[src/rtl/rx_arq_ctrl.sv]
// Receive-side ARQ controller. It tracks one frame from start to CRC verdict,
// answers with an ACK or a NAK, releases or flushes the buffered payload, and
// latches a sticky FAIL once a frame has been NAKed MAX_RETRY times.
// Ports:
//   i_clk, i_rst_n                    clock; async-assert / sync-release active-low reset
//   i_frame_start                     new frame detected by the serial receiver
//   i_crc_err(_valid)                 CRC verdict strobe from the demapper
//   i_arq_en(_valid)                  ARQ-enable field strobe from the demapper
//   i_ack_ready                       ACK transmitter handshake
//   i_fifo_empty                      UART TX FIFO has drained
//   i_clr_fail                        leave the FAIL state
//   o_ack_valid/o_ack_code            ACK (01) or NAK (10) request, held until i_ack_ready
//   o_fifo_flush                      one-cycle payload discard
//   o_uart_tx_en                      lets the UART drain the FIFO
//   o_retry_cnt                       NAKs issued for the current frame
//   o_fail                            sticky retry-limit flag
//   o_busy                            high whenever the state is not IDLE
module rx_arq_ctrl #(
  parameter int unsigned MAX_RETRY   = 4,
  parameter logic [19:0] TIMEOUT_CYC = 20'd100000
) (
  input  logic       i_clk,
  input  logic       i_rst_n,
  input  logic       i_frame_start,
  input  logic       i_crc_err,
  input  logic       i_crc_err_valid,
  input  logic       i_arq_en,
  input  logic       i_arq_en_valid,
  input  logic       i_ack_ready,
  input  logic       i_fifo_empty,
  input  logic       i_clr_fail,
  output logic       o_ack_valid,
  output logic [1:0] o_ack_code,
  output logic       o_fifo_flush,
  output logic       o_uart_tx_en,
  output logic [3:0] o_retry_cnt,
  output logic       o_fail,
  output logic       o_busy
);

  typedef enum logic [2:0] {
    S_IDLE, S_RECV, S_ACK, S_NAK, S_RELEASE, S_FAIL
  } state_t;

  state_t      state_q, state_d;
  logic [19:0] timer_q, timer_d;
  logic [3:0]  retry_q, retry_d;
  logic        pend_q, pend_d;
  logic        arq_en_q, arq_en_d;
  logic        ack_vld_q, ack_vld_d;
  logic [1:0]  ack_code_q, ack_code_d;
  logic        flush_q, flush_d;
  logic        tx_en_q, tx_en_d;
  logic        fail_q, fail_d;
  logic        busy_q, busy_d;
  logic [1:0]  rst_sync_q;

  logic        arq_eff;
  logic        timeout;
  logic        verdict_err;
  logic        go_recv;
  logic [3:0]  retry_inc;

  // Reset asserts immediately but releases through two flops, so the FSM
  // cannot move before the second clock edge after deassertion.
  always_ff @(posedge i_clk or negedge i_rst_n) begin
    if (!i_rst_n) rst_sync_q <= 2'b00;
    else          rst_sync_q <= {rst_sync_q[0], 1'b1};
  end

  // A coincident ARQ-enable strobe overrides the latched value for this verdict.
  assign arq_eff     = i_arq_en_valid ? i_arq_en : arq_en_q;
  assign timeout     = (timer_q == TIMEOUT_CYC - 20'd1);
  // A real verdict wins; a bare timeout counts as a CRC error.
  assign verdict_err = i_crc_err_valid ? i_crc_err : 1'b1;
  // A frame start that arrived while busy (or on the leaving edge) restarts RECV.
  assign go_recv     = pend_q | i_frame_start;
  assign retry_inc   = retry_q + 4'd1;

  always_comb begin
    state_d  = state_q;
    timer_d  = timer_q;
    retry_d  = retry_q;
    pend_d   = pend_q;
    arq_en_d = arq_en_q;
    flush_d  = 1'b0;

    case (state_q)
      S_IDLE: begin
        if (i_frame_start) begin
          state_d = S_RECV;
          timer_d = 20'd0;
        end
      end
      S_RECV: begin
        timer_d = timer_q + 20'd1;
        if (i_arq_en_valid) arq_en_d = i_arq_en;
        if (i_crc_err_valid || timeout) begin
          if (arq_eff)          state_d = verdict_err ? S_NAK : S_ACK;
          else if (verdict_err) begin
            flush_d = 1'b1;
            state_d = S_IDLE;
          end
          else                  state_d = S_RELEASE;
        end
      end
      S_ACK: begin
        if (i_frame_start) pend_d = 1'b1;
        if (i_ack_ready) begin
          retry_d = 4'd0;
          state_d = S_RELEASE;
        end
      end
      S_NAK: begin
        if (i_frame_start) pend_d = 1'b1;
        if (i_ack_ready) begin
          retry_d = retry_inc;
          if (retry_inc == 4'(MAX_RETRY)) state_d = S_FAIL;
          else if (go_recv) begin
            state_d = S_RECV;
            timer_d = 20'd0;
            pend_d  = 1'b0;
          end
          else state_d = S_IDLE;
        end
      end
      S_RELEASE: begin
        if (i_frame_start) pend_d = 1'b1;
        if (i_fifo_empty) begin
          if (go_recv) begin
            state_d = S_RECV;
            timer_d = 20'd0;
            pend_d  = 1'b0;
          end
          else state_d = S_IDLE;
        end
      end
      S_FAIL: begin
        if (i_clr_fail) begin
          state_d = S_IDLE;
          retry_d = 4'd0;
          pend_d  = 1'b0;
        end
      end
      default: state_d = S_IDLE;
    endcase

    // Flush on the first cycle of NAK only.
    if (state_d == S_NAK && state_q != S_NAK) flush_d = 1'b1;

    // Outputs are decoded from the next state so they come straight from flops.
    ack_vld_d  = (state_d == S_ACK) || (state_d == S_NAK);
    ack_code_d = (state_d == S_ACK) ? 2'b01 : (state_d == S_NAK) ? 2'b10 : 2'b00;
    tx_en_d    = (state_d == S_RELEASE);
    fail_d     = (state_d == S_FAIL);
    busy_d     = (state_d != S_IDLE);
  end

  always_ff @(posedge i_clk or negedge i_rst_n) begin
    if (!i_rst_n) begin
      state_q    <= S_IDLE;
      timer_q    <= 20'd0;
      retry_q    <= 4'd0;
      pend_q     <= 1'b0;
      arq_en_q   <= 1'b1;
      ack_vld_q  <= 1'b0;
      ack_code_q <= 2'b00;
      flush_q    <= 1'b0;
      tx_en_q    <= 1'b0;
      fail_q     <= 1'b0;
      busy_q     <= 1'b0;
    end else if (rst_sync_q[1]) begin
      state_q    <= state_d;
      timer_q    <= timer_d;
      retry_q    <= retry_d;
      pend_q     <= pend_d;
      arq_en_q   <= arq_en_d;
      ack_vld_q  <= ack_vld_d;
      ack_code_q <= ack_code_d;
      flush_q    <= flush_d;
      tx_en_q    <= tx_en_d;
      fail_q     <= fail_d;
      busy_q     <= busy_d;
    end
  end

  assign o_ack_valid  = ack_vld_q;
  assign o_ack_code   = ack_code_q;
  assign o_fifo_flush = flush_q;
  assign o_uart_tx_en = tx_en_q;
  assign o_retry_cnt  = retry_q;
  assign o_fail       = fail_q;
  assign o_busy       = busy_q;

endmodule

[config.mk]
export PLATFORM = sky130hd
export DESIGN_NAME = rx_arq_ctrl
export DESIGN_NICKNAME = d
export VERILOG_FILES = /design/src/rtl/rx_arq_ctrl.sv
export SDC_FILE = /design/constraint.sdc
export NUM_CORES = 1
export LEC_CHECK = 0
export ABC_CLOCK_PERIOD_IN_PS = 3800
export BUFFER_PORTS_ARGS = -buffer_cell sky130_fd_sc_hd__buf_2
export CAP_MARGIN = 25
export CORE_ASPECT_RATIO = 1.25
export CORE_MARGIN = 1.5
export CORE_UTILIZATION = 25
export CTS_BUF_LIST = sky130_fd_sc_hd__clkbuf_8
export CTS_CLUSTER_SIZE = 40
export DETAILED_ROUTE_END_ITERATION = 7
export SKIP_LAST_GASP = 1
export SLEW_MARGIN = 20
export SYNTH_ARGS = -nofsm -noshare
export SYNTH_HDL_FRONTEND = slang
export SYNTH_SLANG_ARGS = --single-unit
[constraint.sdc]
create_clock -name i_clk -period 3.8 [get_ports i_clk]
set_input_delay 0.76 -clock i_clk [delete_from_list [all_inputs] [get_ports i_clk]]
set_output_delay 0.76 -clock i_clk [all_outputs]
set_load 0.05 [all_outputs]
# Word-level counts from Yosys, hierarchy flattened
# Index checks and enable logic that the tools add are counted.
totals:
  in_bits: 10
  ff_bits: 38
  output_inout_bits: 11
classes:
  n_bitwise: 1
  mux: 38
  addsub: 2
  eq_ne: 18
  reduce_logical: 12
op_table:
  columns: ["operator", "count"]
  rows:
  - ["$mux W20", 5]
  - ["$pmux W20 S4", 1]
  - ["$mux W3", 9]
  - ["$add A20 B1 Y20 const B", 1]
  - ["$eq A20 B17 Y1 const B", 1]
  - ["$pmux W3 S6", 1]
  - ["$mux W1", 15]
  - ["$eq A3 B2 Y1 const B", 4]
  - ["$eq A3 B3 Y1 const B", 4]
  - ["$mux W4", 3]
  - ["$ne A2 B2 Y1 const B", 6]
  - ["$pmux W4 S3", 1]
  - ["$reduce_bool A4 Y1", 2]
  - ["$reduce_and A6 Y1", 1]
  - ["$reduce_bool A3 Y1", 2]
  - ["$reduce_and A5 Y1", 1]
  - ["$add A4 B1 Y4 const B", 1]
  - ["$eq A4 B3 Y1 const B", 1]
  - ["$mux W2", 2]
  - ["$pmux W1 S4", 1]
  - ["$eq A3 B1 Y1 const B", 1]
  - ["$logic_not A3 Y1", 1]
  - ["$ne A3 B2 Y1 const B", 1]
  - ["$reduce_and A3 Y1", 1]
  - ["other kinds (4)", 5]

# Depth between registers and ports, before layout
logic_depth:
  ltp_word: 8
  ltp_mapped: 8
  depth_no_buf: 7

# Worst setup path after synthesis
# No wires, ideal clock.
synth_path:
  path_kind: "input port to flip-flop"
  from: "in i_arq_en_valid"
  to: "reg ack_code_q[1], in the netlist o_ack_code[1]"
  stages: 7
  path_slack_ns: 1.687
  t_arrival_ns: 1.989
  path_cell_list: "mux2i_1 nand4_1 o21ai_1 and3_1 buf_6 nor2_4 mux2_2"
synth_via:
  elab_chain_len: 7
  word_cells_on_any_way: 8
  cone_classes: "eq/ne (2); mux (6)"
synth_lines:
  columns: ["element", "line", "text"]
  rows:
  - ["start: declaration", "28", "input logic i_arq_en_valid,"]
  - ["$mux W1 (*)", null, null]
  - ["$mux W3 (*)", "99", "if (arq_eff) state_d = verdict_err ? S_NAK : S_ACK;"]
  - ["$mux W3 (*)", "98", "if (i_crc_err_valid || timeout) begin"]
  - ["$pmux W3 S6 (*)", "88", "case (state_q)"]
  - ["$eq A3 B2 Y1", "153", "ack_code_d = (state_d == S_ACK) ? 2'b01 : (state_d == S_NAK) ? 2'b10 : 2'b00;"]
  - ["$mux W2", "153", null]
  - ["$mux W2 (*)", "153", null]
  - ["end signal: assignment", "179", "ack_code_q <= ack_code_d;"]
  - ["end: declaration", "51", "logic [1:0] ack_code_q, ack_code_d;"]
# Every way passes the cells marked *; elsewhere a longest branch is shown, timed or not.
# A chain may end at the register's enable or synchronous reset.

# Worst setup path in the final report
layout_path:
  from: "reg state_q[2]"
  to: "reg timer_q[17]"
layout_via:
  elab_chain_len: 3
  word_cells_on_any_way: 11
  cone_classes: "eq/ne (7); mux (1); reduce/logical (3)"
layout_lines:
  columns: ["element", "line", "text"]
  rows:
  - ["start: declaration", "45", "state_t state_q, state_d;"]
  - ["start signal: assignment", "173", "state_q <= state_d;"]
  - ["$eq A3 B3 Y1, or another cell as far along", "88", null]
  - ["$reduce_bool A4 Y1 (no line) / $ne A2 B2 Y1 (equally long branches)", null, null]
  - ["$reduce_and A6 Y1 (no line)", null, null]
  - ["end signal: assignment", "174", "timer_q <= timer_d;"]
  - ["end: declaration", "46", "logic [19:0] timer_q, timer_d;"]
# Several ways; a longest one is shown, not always the timed one.

==> impl_results.md <==
* Status: finished clean
* Rows at 37
* Slew Limit Headroom at 41.72%
* Area leader, netlist: dfrtp_1
* First-pass GRT wire length at 8086 microns
* Total gr overflow at 0
* Tot GR Track Use at 10.93%
* Share of layout cells above drive strength 1 at 14.51%
* Total CTS buffers at 5
* Fmax at 408.9 MHz
* WL/cell at 13.53 microns
* CTS tree: built
* Clock skew at 0.007413 ns
* Avg Inst Size Synth at 8.861 sq um
* Syn nets at 256
* Synth Instances at 243
* Tmin final at 2.446 ns
* Final slew viol count at 0
* Register Area at 952.2 sq um
* Worst path slowest cell: nand3b_1
* Starting Density at 25.99%
* DP Area at 2298 sq um
* Via density at 5.159
* Hold-fix buffers at CTS at 0
* CP endpoint kind: flip-flop
* # clock sinks at 38
* Post-CTS Setup Inserts at 0
* Worst setup margin at 1.354 ns
* WHS Path Cells at 0
* Cell area after layout at 2436 sq um
* Worst-path cell chain: nand3b_1, a2bb2oi_1, nand3_1, nand3b_1, o31ai_1
* Clk root buf: clkbuf_8
* Required time of the critical path at 3.98 ns
* Max Cap Viol at 0
* Post-DP HPWL at 3270 microns
* Fill cell count at 846
* Worst-Skew Late Latency at 0.29 ns
* Via count at 1,816
* # diodes at 0
* Final setup fails at 0
* Largest net degree at the start of global routing at 39
* Setup WS pre-CTS at 1.168 ns
* Worst-Margin Slew at 0.8742 ns
* Peak supply drop at 0.3160 mV
* Distinct cell type count after synthesis at 48
* Violation count after the first detailed-routing iteration at 81
* Lkg Pwr at 1.013 nW
* CTS Buffer Depth at 2
* Fin. Hold Viols at 0
* Warnings, synthesis at 0
* Unrepaired setup endpoints after global routing: false
* H-tree depth at 2
* Synth Flop Type: dfrtp_1
* Nets at 267
* Core area at 8287 sq um
* Hold slack at 0.3690 ns
* Vias in the first global route at 1,755
* Worst R2R Path Depth at 5
* Arr. time, crit path at 2.62 ns
* Area share of the leading cell type in the synthesized netlist at 43.00%
* Synthesized flop and latch total at 38
* IO Port Bufs at 20
* Max FO, Critical Path at 22
* Ys async rst share at 100.0%
* Most common cell on crit path: nand3b_1
* Final wirelength at 4763 microns
* Area Overhead vs Synth at 13.13%
* Final Util at 29.40%
* Seq/Total Area, Yosys at 44.22%
* Die X at 86.01 microns
* Number of synthesized flops with an enable pin at 0
* Slowest Stage Delay on Critical Path at 0.67 ns
* ANT nets after route at 0
* Worst-path clk slew at 0.08 ns
* Residual DRC at 0
* Synth area leaders: dfrtp_1, o21ai_0, o31ai_1, nor2_1, nand2_1
* Kind of start point of the critical path: flip-flop
* Crit path kind: flip-flop to flip-flop
* Reg2Reg Setup Slack at 1.35 ns
* Final TNS setup at 0 ns
* PwrDens at 491.5 nW/um^2
* Area of the multi-input gates at 1087 sq um
* Tcrit/Tclk final at 64.36%
* Post-CTS sizing at 0
* Syn Std Cell Area at 2153 sq um
* Die Area at 9182 sq um
* Worst Hold Class: flip-flop to flip-flop
* Final GP Congestion at 0.8587
* Initial DRT Pass Iterations at 5
* Initial antenna violation count at 0
* Die height at 106.8 microns
* I/O pin count at 21
[power by group]
| part | internal [mW] | switching (mW) | leakage [nW] |
|---|---|---|---|
| clock network | 0.263 | 0.153 | 0.0683 |
| logic | 0.0911 | 0.201 | 0.437 |
| registers | 0.448 | 0.0414 | 0.508 |
| total | 0.802 | 0.395 | 1.01 |
[Yosys cell counts (2+ instances only)]
cell type	number
nand3b_1	3
a211oi_2	2
and4_1	3
dfrtp_1	37
nand3_1	10
clkbuf_1	9
inv_1	8
nand2b_1	10
buf_4	2
nor4_1	3
nand4_1	5
and3_1	4
buf_2	4
mux2_2	2
nor2b_1	3
a21oi_1	10
nor2_1	20
o21ai_0	36
a31oi_1	6
o31ai_1	15
a41oi_1	4
ha_1	3
nand2_1	17
o22ai_1	3
[path summary, 6_finish.rpt]
| path | startpoint | to |
|---|---|---|
| max | state_q[2]$_DFFE_PN0P_ | timer_q[17]$_DFFE_PN0P_ |
| min | rst_sync_q[0]$_DFF_PN0_ | rst_sync_q[1]$_DFF_PN0_ |
| max in group asynchronous | i_rst_n | timer_q[10]$_DFFE_PN0P_ |
| min in group asynchronous | i_rst_n | o_retry_cnt[2]$_DFFE_PN0P_ |
| max reg2reg | state_q[2]$_DFFE_PN0P_ | timer_q[17]$_DFFE_PN0P_ |
| min reg2reg | rst_sync_q[0]$_DFF_PN0_ | rst_sync_q[1]$_DFF_PN0_ |
[registers in the layout, summed over array words and instances, names as in the netlist]
signal        flops
o_busy            1
o_uart_tx_en      1
o_fail            1
o_ack_valid       1
o_fifo_flush      1
timer_q          20
state_q           3
rst_sync_q        2
o_retry_cnt       4
pend_q            1
arq_en_q          1
o_ack_code        2
[metrics by stage]
step,total power [mW],instances
finish,1.197,352
global route,1.261,352
CTS,1.212,352
detailed placement,0.7892,344
global placement,0.7876,344
floorplan,0.7300,243
[cell type report]
class                      instances  area share (%)
tap                               97           4.982
clock inverter                     3           2.825
clock buffer                       5           2.825
timing repair buffer              21           4.417
inverter                           8           1.233
multi-input combinational        180           44.63
sequential                        38           39.09
[worst max-delay path: cells and delay by family, from the launching register on]
kind	cells	cell delay, ns
AND/OR/NAND/NOR	3	1.13
AO/OA/AOI/OAI	2	0.71
flip-flops	1	0.49
[routing by layer]
metal	part of all wire (%)	up-vias	GRT usage (%)
li1	-	911	-
met1	47	874	13.61
met2	49	22	18.79
met3	2.2	9	2.002
met4	1.6	0	3.917
met5	0	-	0
[kinds of logic (layout without fill, tap and decap cells)]
logic type,after synthesis,after routing,share of synthesized area (%)
other cells,1,1,0.1742
mux,3,3,1.511
compound gates,82,82,23.53
simple gates,89,89,22.72
buf+inv,25,37,5.287
flops,38,38,44.22
fa+ha+maj,3,3,1.743
xor+xnor,2,2,0.8136
[placed cells by master, fill, tap and decap left out, drive strengths merged, types with 4 or more instances in the layout]
cell    count
o21ai      37
nor2       21
a21oi      10
nand2      17
a41oi       4
buf        21
inv         8
nand3      10
o31ai      15
nand4       5
clkbuf      5
dfrtp      37
and3        5
a31oi       6
nand2b     10
Note: power is estimated with default switching activity, not from simulation.
